`src/rtl/lg_pkg.sv`:
```
// lg_pkg: shared types and sizing for the register-index sequencer.
// Default widths, step direction encoding and remaining-count width.
package lg_pkg;

  localparam int W_DEF  = 3;
  localparam int LW_DEF = 2;

  typedef enum logic {
    UP   = 1'b0,
    DOWN = 1'b1
  } dir_e;

  // remaining-step counter must hold a full 2**W run
  function automatic int rem_w(input int w);
    return w + 1;
  endfunction

endpackage

```
`src/rtl/lg_step.sv`:
```
// lg_step: next register index for one up/down move.
// Only the active field (low LW bits or all W bits) counts.
module lg_step
  import lg_pkg::*;
#(
  parameter int W  = W_DEF,
  parameter int LW = LW_DEF
) (
  input  logic [W-1:0] idx,
  input  logic         gr,
  input  logic         dir,
  output logic [W-1:0] nxt,
  output logic         wrap
);

  localparam logic [W-1:0] LMASK =
    W'((2 ** LW) - 1);

  logic [W-1:0] mask;
  logic [W-1:0] moved;
  logic [W-1:0] field;

  // the carry may escape the field; masking restores the held bits
  always_comb begin
    mask  = gr ? '1 : LMASK;
    moved = (dir == DOWN) ? idx - W'(1)
                          : idx + W'(1);
    field = idx & mask;
    nxt   = (idx & ~mask) | (moved & mask);
    wrap  = (dir == DOWN) ? (field == '0)
                          : (field == mask);
  end

endmodule

```
`src/rtl/lg_seq.sv`:
```
// lg_seq: register-index sequencer for load/store-multiple style ops.
// Holds index, remaining count and done/wrap pulses; decodes idx.
module lg_seq
  import lg_pkg::*;
#(
  parameter int W  = W_DEF,
  parameter int LW = LW_DEF
) (
  input  logic                  clk_,
  input  logic                  reset,
  input  logic                  ld_ir,
  input  logic                  ld_grp,
  input  logic [W-1:0]          ir_idx,
  input  logic [W-1:0]          grp_base,
  input  logic [rem_w(W)-1:0]   len,
  input  logic                  step,
  input  logic                  gr,
  input  logic                  dir,
  output logic [W-1:0]          idx,
  output logic [(2**LW)-1:0]    dec,
  output logic                  busy,
  output logic                  done,
  output logic                  wrap
);

  localparam int RW = rem_w(W);

  logic [RW-1:0] rem;
  logic [W-1:0]  nxt;
  logic          nxt_wrap;

  lg_step #(
    .W  (W),
    .LW (LW)
  ) u_step (
    .idx  (idx),
    .gr   (gr),
    .dir  (dir),
    .nxt  (nxt),
    .wrap (nxt_wrap)
  );

  // reset beats group load beats ir load beats step
  always_ff @(posedge clk_) begin
    if (reset) begin
      idx  <= '0;
      rem  <= '0;
      done <= 1'b0;
      wrap <= 1'b0;
    end else if (ld_grp) begin
      idx  <= grp_base;
      rem  <= len;
      done <= 1'b0;
      wrap <= 1'b0;
    end else if (ld_ir) begin
      idx  <= ir_idx;
      rem  <= len;
      done <= 1'b0;
      wrap <= 1'b0;
    end else if (step) begin
      idx  <= nxt;
      wrap <= nxt_wrap;
      if (rem != '0) begin
        rem  <= rem - RW'(1);
        done <= (rem == RW'(1));
      end else begin
        done <= 1'b0;
      end
    end else begin
      done <= 1'b0;
      wrap <= 1'b0;
    end
  end

  // busy derives from registered rem only
  assign busy = (rem != '0);

  // one-hot decode of the low field of the registered index
  always_comb begin
    dec = '0;
    dec[idx[LW-1:0]] = 1'b1;
  end

endmodule

```
`config.mk`:
```
export PLATFORM = sky130hd
export DESIGN_NAME = lg_seq
export DESIGN_NICKNAME = d
export VERILOG_FILES = /design/src/rtl/lg_pkg.sv /design/src/rtl/lg_step.sv /design/src/rtl/lg_seq.sv
export SDC_FILE = /design/constraint.sdc
export NUM_CORES = 1
export LEC_CHECK = 0
export CELL_PAD_IN_SITES_DETAIL_PLACEMENT = 1
export CELL_PAD_IN_SITES_GLOBAL_PLACEMENT = 1
export CORE_MARGIN = 2
export CORE_UTILIZATION = 29
export DETAILED_ROUTE_END_ITERATION = 10
export MAX_ROUTING_LAYER = met4
export PLACE_DENSITY_LB_ADDON = 0.1
export SLEW_MARGIN = 10
export SYNTH_ARGS = -nofsm -noshare
export SYNTH_HDL_FRONTEND = slang
export SYNTH_HIERARCHICAL = 1
export SYNTH_SLANG_ARGS = --single-unit
```
`constraint.sdc`:
```
create_clock -name clk_ -period 2.7 [get_ports clk_]
set_input_delay 0.81 -clock clk_ [delete_from_list [all_inputs] [get_ports clk_]]
set_output_delay 0.81 -clock clk_ [all_outputs]
set_load 0.03 [all_outputs]
```
==> out/metrics.cfg, run 1 <==
[placed_design]
gp_congestion=0.7148
hpwl_mm=1.335
port_buffers=26

[yosys]
ys_seq_elements=9
synth_cells=74
async_reset_ff_share_pct=0
synth_seq_area_share_pct=27.69
synth-main-ff-cell=dfxtp_1
netlist_area_um2=650.6
netlist.top_cell.by_area=dfxtp_1
netlist_top_cells_area=dfxtp_1 28%, mux2_2 5.2%, a2111oi_4 4.2%
syn-num-nets=94
synthTopCellsByCount=9 x dfxtp_1, 7 x inv_1, 7 x nand2_1
yosys_warnings=6
synth_edf_count=0
synth_most_common_cell=dfxtp_1
ys_types=33
synth_area_per_cell_um2=8.792
synth.top_cell.area_share_pct=27.69

[power_and_ir_drop]
seqPwrFrac_pct=37.2
switching_share_pct=33.38
vdd_drop_max_v=0.0002477
p_leak_nw=0.3655
combPwrFrac_pct=36.8
clockPowerShare_pct=25.9
power_density_nw_per_um2=422.8
switching_power_mw=0.1388
internal_power_mw=0.2770
power_mw=0.4158

[clock_tree]
cts_resized=1
h-tree-depth=1
path_clk_slew_ns=0.07
cts_setup_buffers=0
cts.sinks=9
ctsHoldBuffers=0
clockBufferDepth=2
cts-root-buf=clkbuf_4
worstSkewPairLatency_ns=0.27
cts_tree=yes
cts_buffers=3

[sta]
layout_min_cycle_time_ns=2.518
maxSlewViolCount=0
slew_headroom_pct=71.59
hold_viol_final=0
post-route-period-util_pct=93.26
grt_setup_unrepaired=false
fmax_ghz=0.3971
worst_pin_slew_ns=0.4207
fin_worst_skew_ns=0.009923
setup_viol=0

[layout]
final_net_count=126
drive_gt1_share_pct=13.33
n_antenna_cell=0
finalCoreUtilization_pct=45.33
syn_to_final_growth_pct=51.15

[min_path]
hold_path_class=reg -> reg

[routing]
drt_iter0_drc=3
wirelength_mm=1.687
avgViaCountPerCell=4.962
drc=0
wl_per_cell_um=12.68
detail-route-antenna-nets=0
first_pass_iters=2
vias=660

[floorplanning]
io_pins=27
dieArea_um2=2638
core_um2=2170
die_x_um=51.37
start_util_pct=29.99
die_h_um=51.37
rows=17

[grt]
grt.overflow.total=0
grt_usage_pct=14.77
grt_max_degree=9
first_global_vias=642
grt_pass1_wl_mm=2.794
antenna_found_initial=0

[worst_setup_path]
critPathRequiredTime_ns=1.89
cp-end-kind=output pin
worstPathArrival_ns=1.71
reg2reg_slack_ns=0.74
slowest_stage=or3b_1
max_stage_delay_ns=0.39
path_max_fanout=5
startpoint_type=register
path_class=reg -> out
crit_chain=inv_1, ha_1, or3b_1, dlygate4sd2_1

[flow_run]
maxCapViolations=0

[outcome]
status=complete, no violations

## stage by stage
step	setup WS [ns]	setup TNS (ns)	instance area (µm²)	hold slack (ns)	std cells
floorplan	0.4900	0	650.6	0.4832	74
global placement	-0.03105	-0.03105	958.4	0.5147	129
detailed placement	-0.08885	-0.08885	958.4	0.5272	129
CTS	0.1797	0	983.4	0.5426	133
global route	0.1206	0	983.4	0.5730	133
finish	0.1819	0	983.4	0.5359	133
## power by group through the flow
stage                     Combinational (mW)  Clock [mW]  Sequential [mW]
after floorplan                       0.0837           0            0.164
after global placement                 0.153           0            0.157
after detailed placement               0.155           0            0.158
after CTS                              0.155       0.112            0.155
after global routing                   0.167       0.121            0.157
final                                  0.153       0.108            0.155
## registers in the layout (all words and copies together), names as in the netlist
name,flops
idx,3
wrap,1
done,1
rem,4
## path summary, 6_finish.rpt
kind	startpoint	end	cells past startpoint
setup / recovery	rem[0]	busy	4
hold / removal	rem[2]	rem[2]	2
setup reg to reg	idx[0]	idx[2]	8
hold reg to reg	rem[2]	rem[2]	2
## final cells by class
cell class                 count  area (µm²)
timing repair buffer          31       296.5
multi-input combinational     54       419.2
inverter                       7       26.28
clock buffer                   4       26.28
fill                         279        1186
sequential                     9       180.2
tap                           28       35.03
## kinds of logic after synthesis
kind of cell	after synthesis	share of synthesized area [%]
buffers and inverters	11	7.885
multiplexers	4	6.730
adder cells (fa/ha/maj)	3	6.923
XOR/XNOR	2	2.693
AO/OA/AOI/OAI	12	16.92
flip-flops	9	27.69
AND/OR/NAND/NOR	33	31.16
## layer usage
layer / GRT usage (%) / vias up / share of wire, %
li1: - / 330 / -
met2: 22.86 / 17 / 47
met1: 17.68 / 311 / 47
met3: 5.848 / 2 / 5.3
met5: - / - / 0
met4: 4.386 / 0 / 0.59
## cell usage in the layout (no fill, tap or decap)
cell type,synthesis,layout
nor4b_1,2,2
a311oi_1,1,1
a311o_2,1,1
a211oi_1,1,1
o41ai_1,1,1
or3_1,1,1
o2111ai_1,3,3
mux2i_1,1,1
clkdlybuf4s50_1,0,25
a2111oi_4,1,1
nor2b_1,3,3
mux2_2,3,3
dlygate4sd2_1,0,1
nor2_1,6,6
or4b_1,1,1
clkbuf_4,0,3
nand4_1,1,1
dfxtp_1,9,9
or3b_1,1,1
fa_1,1,1
nand2b_1,3,3
clkbuf_1,1,1
nor3b_1,1,1
nor4_2,1,1
ha_1,2,2
nor4_1,1,1
nand4b_1,1,1
buf_4,0,5
o21ai_0,3,3
xnor2_1,2,2
inv_1,7,7
and4_1,3,3
nand2_1,7,7
a21oi_1,1,1
and2_1,1,1
## critical path, delay by kind of cell (launching register included)
kind,cells,cell delay [ns]
buffers and inverters,2,0.45
adder cells (fa/ha/maj),1,0.24
AND/OR/NAND/NOR,1,0.39
flip-flops,1,0.37
No activity file was read; power rests on OpenSTA's default activity.
==> run 2, diff against run 1 <==
- ABC_AREA: unset -> 1
- CORE_UTILIZATION: 29 -> 28
==> run 2 against run 1 <==
  * Synthesized area is 1.9% higher
  * Critical path depth stayed put
  * Non-clock buffer count is 4 lower
  * Fmax is 3.3% lower
  * Largest cell class unchanged
==> out/metrics.cfg, run 2 <==
[yosys]
synth_most_common_cell=nand2_1  ; was dfxtp_1
ys_seq_elements=9  ; unchanged
syn-num-nets=122  ; was 94
synthTopCellsByCount=23 x nand2_1, 19 x inv_1, 9 x a21oi_1, 9 x dfxtp_1, 8 x nor2_1  ; was 9 x dfxtp_1, 7 x inv_1, 7 x nand2_1
synth_seq_area_share_pct=27.17  ; was 27.69%
synth_edf_count=0  ; unchanged
synth.top_cell.area_share_pct=27.17  ; was 27.69%
async_reset_ff_share_pct=0  ; unchanged
synth_cells=102  ; was 74
netlist_area_um2=663.1  ; was 650.6 µm²
synth-main-ff-cell=dfxtp_1  ; unchanged
netlist.top_cell.by_area=dfxtp_1  ; unchanged
synth_area_per_cell_um2=6.501  ; was 8.792 µm²
netlist_top_cells_area=dfxtp_1 27%, nand2_1 13%, inv_1 11%  ; was dfxtp_1 28%, mux2_2 5.2%, a2111oi_4 4.2%
yosys_warnings=6  ; unchanged
ys_types=21  ; was 33

[placed_design]
port_buffers=26  ; unchanged
hpwl_mm=1.492  ; was 1.335 mm
gp_congestion=0.8028  ; was 0.7148
numPlacedInstances=156  ; was 129
dp_slack_ns=0.04192  ; was -0.08885 ns

[min_path]
hold_depth=2  ; unchanged
hold_path_class=reg -> reg  ; unchanged
hold_end=rem[1]  ; was rem[2]
hp-start=rem[1]  ; was rem[2]

[power_and_ir_drop]
switching_share_pct=36.31  ; was 33.38%
power_density_nw_per_um2=441.4  ; was 422.8 nW/µm²
p_leak_nw=0.4403  ; was 0.3655 nW
clockPowerShare_pct=25.5  ; was 25.9%
seqPwrFrac_pct=36.2  ; was 37.2%
vdd_drop_max_v=0.0002401  ; was 0.0002477 V
switching_power_mw=0.1572  ; was 0.1388 mW
internal_power_mw=0.2758  ; was 0.2770 mW
combPwrFrac_pct=38.2  ; was 36.8%

[grt]
grt_usage_pct=16.64  ; was 14.77%
antenna_found_initial=0  ; unchanged
first_global_vias=770  ; was 642
grt.overflow.total=0  ; unchanged
grt_max_degree=9  ; unchanged
grt_pass1_wl_mm=3.305  ; was 2.794 mm

[worst_setup_path]
reg2reg_slack_ns=0.83  ; was 0.74 ns
max_stage_delay_ns=0.67  ; was 0.39 ns
worst-path-buf-inv=2  ; unchanged
crit_chain=inv_1, ha_1, nand2_1, clkdlybuf4s50_1  ; was inv_1, ha_1, or3b_1, dlygate4sd2_1
worstPathArrival_ns=1.79  ; was 1.71 ns
r2r-end=idx[2]  ; unchanged
critPathRequiredTime_ns=1.89  ; about the same
path_max_fanout=5  ; unchanged
critical_path.top_delay_family=buffers and inverters  ; unchanged
cp-end-kind=output pin  ; unchanged
slowest_stage=clkdlybuf4s50_1  ; was or3b_1
rr_startpoint=idx[0]  ; unchanged
path_class=reg -> out  ; unchanged
worst_r2r_path_depth=9  ; was 8
startpoint_type=register  ; unchanged

[floorplanning]
die_x_um=52.67  ; was 51.37 µm
rows=17  ; unchanged
core_um2=2233  ; was 2170 µm²
start_util_pct=29.69  ; was 29.99%
io_pins=27  ; unchanged
die_h_um=52.67  ; was 51.37 µm
dieArea_um2=2774  ; was 2638 µm²

[layout]
final_net_count=153  ; was 126
final_common_cell=clkdlybuf4s50_1  ; unchanged
syn_to_final_growth_pct=47.92  ; was 51.15%
top_register=rem  ; unchanged
multiInputGateArea_um2=396.6  ; was 419.2 µm²
layout.cells.non_filler=160  ; was 133
biggestRegsByFlops=rem: 4 flops, idx: 3 flops  ; unchanged
finalCoreUtilization_pct=43.92  ; was 45.33%
largest_register_ff_count=4  ; unchanged
drive_gt1_share_pct=11.36  ; was 13.33%
sequential_cell_area_um2=180.2  ; unchanged
fillers=302  ; was 279
final_cell_mix=26 x clkdlybuf4s50_1, 23 x nand2_1, 19 x inv_1, 9 x a21oi_1, 9 x dfxtp_1  ; was 25 x clkdlybuf4s50_1, 9 x dfxtp_1, 7 x inv_1, 7 x nand2_1, 6 x nor2_1
n_antenna_cell=0  ; unchanged

[sta]
post-route-period-util_pct=96.41  ; was 93.26%
setup_viol=0  ; unchanged
grt_setup_unrepaired=false  ; unchanged
maxSlewViolCount=0  ; unchanged
layout_setup_ws_ns=0.09680  ; was 0.1819 ns
fin_worst_skew_ns=0.0007256  ; was 0.009923 ns
fmax_ghz=0.3841  ; was 0.3971 GHz
worst_pin_slew_ns=0.3080  ; was 0.4207 ns
layout_min_cycle_time_ns=2.603  ; was 2.518 ns
hold_viol_final=0  ; unchanged
slew_headroom_pct=79.40  ; was 71.59%
setup-tns-final_ns=0  ; unchanged

[clock_tree]
worstSkewPairLatency_ns=0.27  ; about the same
cts_setup_buffers=0  ; unchanged
path_clk_slew_ns=0.06  ; was 0.07 ns
cts-root-buf=clkbuf_4  ; unchanged
cts_tree=yes  ; unchanged
clockBufferDepth=2  ; unchanged
h-tree-depth=1  ; unchanged
cts.sinks=9  ; unchanged
cts_resized=0  ; was 1
cts_buffers=3  ; unchanged
ctsHoldBuffers=0  ; unchanged

[routing]
detail-route-antenna-nets=0  ; unchanged
wirelength_mm=1.861  ; was 1.687 mm
drt_iter0_drc=5  ; was 3
vias=743  ; was 660
drc=0  ; unchanged
avgViaCountPerCell=4.644  ; was 4.962
wl_per_cell_um=11.63  ; was 12.68 µm
first_pass_iters=4  ; was 2

[flow_run]
maxCapViolations=0  ; unchanged

[outcome]
status=complete, no violations  ; unchanged

[run 2: cell types whose count changed after synthesis, sizes merged, moves of 3 or more]
cell and delta:
a21oi +9, and4 -3, inv +13, mux2 -3, nand2 +18, nand2b -3, nand3 +6, nor2 +5
nor2b -3, o2111ai -3, o211ai +3, o21ai +4, or2 +3
[run 2: cell families (layout without fill, tap and decap cells)]
family	count (synthesis)	in the layout	synth area share, %
fa+ha+maj	3	3	6.792
compound gates	20	20	16.79
buf+inv	21	51	13.02
flops	9	9	27.17
simple gates	49	49	36.23
[run 2: per-layer routing]
layer	share of wire (%)	wire (µm)	global-route usage [%]
met1	47	883	19.04
met2	47	874	28.33
met5	0	0	-
met3	4.6	86	5.143
met4	0.91	17	3.846
[run 2: layout make-up]
| cell class | count | area share [%] |
|---|---|---|
| inverter | 20 | 7.653 |
| tap | 28 | 3.571 |
| clock buffer | 4 | 2.679 |
| timing repair buffer | 27 | 27.30 |
| multi-input combinational | 72 | 40.43 |
| sequential | 9 | 18.37 |
[run 2: power groups by stage]
stage                     Sequential (mW)  Combinational [mW]  Clock (mW)
after floorplan                     0.164              0.0928           0
after global placement              0.160               0.162           0
after detailed placement            0.160               0.166           0
after CTS                           0.157               0.168       0.117
after global routing                0.158               0.186       0.121
final                               0.157               0.166       0.110
[run 2: metrics by stage]
stage	cell area [µm²]	hold slack, ns	power, mW
finish	980.9	0.5026	0.4330
global route	980.9	0.5391	0.4646
CTS	980.9	0.5099	0.4418
detailed placement	954.7	0.4998	0.3265
global placement	954.7	0.4951	0.3216
floorplan	663.1	0.4705	0.2568
[run 2: worst max-delay path by stage]
stage | from | endpoint | slack, ns | cells past startpoint
floorplan | dir | idx[2] | 0.65 | 9
finish | rem[0] | busy | 0.1 | 4
detailed placement | dir | idx[2] | 0.04 | 10
global placement | dir | idx[2] | 0.07 | 10
global route | rem[0] | busy | 0.02 | 4
CTS | rem[0] | busy | 0.07 | 4
[run 2: worst register-to-register path: stages (launching register included)]
cell and delay, ns:
dfxtp_1 0.49, inv_1 0.15, fa_1 0.44, nand2_2 0.09, nand3_1 0.07, nand2_1 0.06
nand2_1 0.04, or2_2 0.26, o211ai_1 0.08, a21oi_1 0.08
==> run 3, diff against run 2 <==
--- a/config.mk
+++ b/config.mk
@@ -11,3 +11,3 @@
 export CORE_MARGIN = 2
-export CORE_UTILIZATION = 28
+export CORE_UTILIZATION = 30
 export DETAILED_ROUTE_END_ITERATION = 10
@@ -15,2 +15,3 @@
 export PLACE_DENSITY_LB_ADDON = 0.1
+export REMOVE_ABC_BUFFERS = 1
 export SLEW_MARGIN = 10
==> constraint.sdc (replaced) <==
create_clock -name clk_ -period 3.14 [get_ports clk_]
set_input_delay 0.942 -clock clk_ [delete_from_list [all_inputs] [get_ports clk_]]
set_output_delay 0.942 -clock clk_ [all_outputs]
set_load 0.005 [all_outputs]
==> run 3 against run 2 <==
  * Core utilization up 1.7 points
  * Sequential power down 14%
  * Flip-flop and latch count unchanged
  * Register-to-register slack better by 0.41 ns
  * Clock skew up 0.0040 ns
  * Hold slack better by 0.015 ns
  * Clock power down 14%
  * Clock-buffer cell count unchanged
  * Die area down 6.2%
  * Critical path depth unchanged
  * Power down 19%
  * Design area unchanged
  * Critical path type unchanged
  * Largest cell class unchanged
  * Largest power group is now registers
==> out/metrics.cfg, run 3 (synthesis gave the netlist of run 2 again) <==
[routing]
wirelength_mm=1.819  ; was 1.861 mm
vias=749  ; was 743
drc=0  ; unchanged
drt_iter0_drc=6  ; was 5
avgViaCountPerCell=4.681  ; was 4.644
wl_per_cell_um=11.37  ; was 11.63 µm
detail-route-antenna-nets=0  ; unchanged
first_pass_iters=4  ; unchanged

[clock_tree]
ctsHoldBuffers=0  ; unchanged
clockBufferDepth=2  ; unchanged
h-tree-depth=1  ; unchanged
cts_setup_buffers=0  ; unchanged
worstSkewPairLatency_ns=0.27  ; about the same
cts_buffers=3  ; unchanged
cts_tree=yes  ; unchanged
cts_resized=0  ; unchanged
cts-root-buf=clkbuf_4  ; unchanged
cts.sinks=9  ; unchanged
path_clk_slew_ns=0.06  ; about the same

[sta]
layout_min_cycle_time_ns=2.543
layout_setup_ws_ns=0.5968  ; was 0.09680 ns
fin_worst_skew_ns=0.004742  ; was 0.0007256 ns
post-route-period-util_pct=80.99
maxSlewViolCount=0  ; unchanged
worst_pin_slew_ns=0.3017  ; was 0.3080 ns
setup-tns-final_ns=0  ; unchanged
fmax_ghz=0.3932
hold_viol_final=0  ; unchanged
setup_viol=0  ; unchanged
slew_headroom_pct=79.86  ; was 79.40%
grt_setup_unrepaired=false  ; unchanged

[floorplanning]
rows=17  ; unchanged
dieArea_um2=2603  ; was 2774 µm²
die_x_um=51.02  ; was 52.67 µm
core_um2=2148  ; was 2233 µm²
die_h_um=51.02  ; was 52.67 µm
start_util_pct=30.87  ; was 29.69%
io_pins=27  ; unchanged

[layout]
n_antenna_cell=0  ; unchanged
drive_gt1_share_pct=11.36  ; unchanged
final_net_count=153  ; unchanged
largest_register_ff_count=4  ; unchanged
final_common_cell=clkdlybuf4s50_1  ; unchanged
syn_to_final_growth_pct=47.92  ; unchanged
biggestRegsByFlops=rem: 4 flops, idx: 3 flops  ; unchanged
top_register=rem  ; unchanged
final_cell_mix=26 x clkdlybuf4s50_1, 23 x nand2_1, 19 x inv_1, 9 x a21oi_1, 9 x dfxtp_1  ; unchanged

[placed_design]
hpwl_mm=1.488  ; was 1.492 mm
dp_slack_ns=0.3306  ; was 0.04192 ns
port_buffers=26  ; unchanged
gp_congestion=0.8195  ; was 0.8028

[outcome]
status=complete, no violations  ; unchanged

[power_and_ir_drop]
power_density_nw_per_um2=358.9  ; was 441.4 nW/µm²
p_leak_nw=0.4403  ; unchanged
vdd_drop_max_v=0.0002455  ; was 0.0002401 V

[worst_setup_path]
cp-end-kind=output pin  ; unchanged
reg2reg_slack_ns=1.24  ; was 0.83 ns
critPathRequiredTime_ns=2.20  ; was 1.89 ns
r2r-end=idx[2]  ; unchanged
path_class=reg -> out  ; unchanged
worstPathArrival_ns=1.60  ; was 1.79 ns
rr_startpoint=idx[0]  ; unchanged
worst_r2r_path_depth=9  ; unchanged
startpoint_type=register  ; unchanged
path_max_fanout=5  ; unchanged

[min_path]
hold_depth=2  ; unchanged
hold_path_class=reg -> reg  ; unchanged
hold_end=rem[1]  ; unchanged
hp-start=rem[1]  ; unchanged

[grt]
first_global_vias=730  ; was 770
grt.overflow.total=0  ; unchanged
grt_usage_pct=16.92  ; was 16.64%
grt_max_degree=9  ; unchanged
grt_pass1_wl_mm=3.215  ; was 3.305 mm
antenna_found_initial=0  ; unchanged

[flow_run]
maxCapViolations=0  ; unchanged

[run 3: cell counts in the layout (fill, tap and decap cells not counted)]
Identical to the previous run, type by type.
[run 3: how the worst max path moves through the flow]
stage	to	slack [ns]	startpoint
2_1_floorplan	idx[2]	0.97	dir
3_3_place_gp	idx[2]	0.38	dir
3_5_place_dp	idx[2]	0.33	dir
4_1_cts	busy	0.57	rem[0]
5_1_grt	busy	0.48	rem[0]
6_report	busy	0.60	rem[0]
[run 3: metrics by stage]
step | hold slack (ns) | area (µm²) | total power [mW] | instances | utilization, %
after global placement | 0.4913 | 954.7 | 0.2570 | 156 | 44.44
final | 0.5171 | 980.9 | 0.3521 | 160 | 45.66
after floorplan | 0.4705 | 651.9 | 0.1997 | 101 | -
after global routing | 0.5704 | 980.9 | 0.3840 | 160 | 45.66
after detailed placement | 0.5117 | 954.7 | 0.2612 | 156 | 44.44
after CTS | 0.5213 | 980.9 | 0.3597 | 160 | 45.66
[run 3: cell type report]
| class | count | area, µm² |
|---|---|---|
| Multi-Input combinational cell | 72 | 396.6 |
| Timing Repair Buffer | 27 | 267.8 |
| Tap cell | 28 | 35.03 |
| Inverter | 20 | 75.07 |
| Fill cell | 283 | 1167 |
| Clock buffer | 4 | 26.28 |
| Sequential cell | 9 | 180.2 |
[run 3: per-layer routing]
layer / part of all wire [%] / track usage, % / up-vias
met5: 0 / - / -
met4: 0.99 / 5.405 / 0
met3: 5.8 / 4.678 / 4
met2: 45 / 26.19 / 22
met1: 48 / 21.33 / 334
li1: - / - / 389
[run 3: worst max-delay path: stages, from the launching register on]
cell and delay [ns]:
dfxtp_1 0.33, inv_1 0.10, ha_1 0.29, nand2_1 0.11, clkdlybuf4s50_1 0.49
[run 3: where the power goes]
group,switching [mW],leakage (nW),internal (mW)
registers,0.0115,0.0744,0.123
clock network,0.0452,0.0150,0.0492
logic,0.0583,0.351,0.0645
total,0.115,0.440,0.237
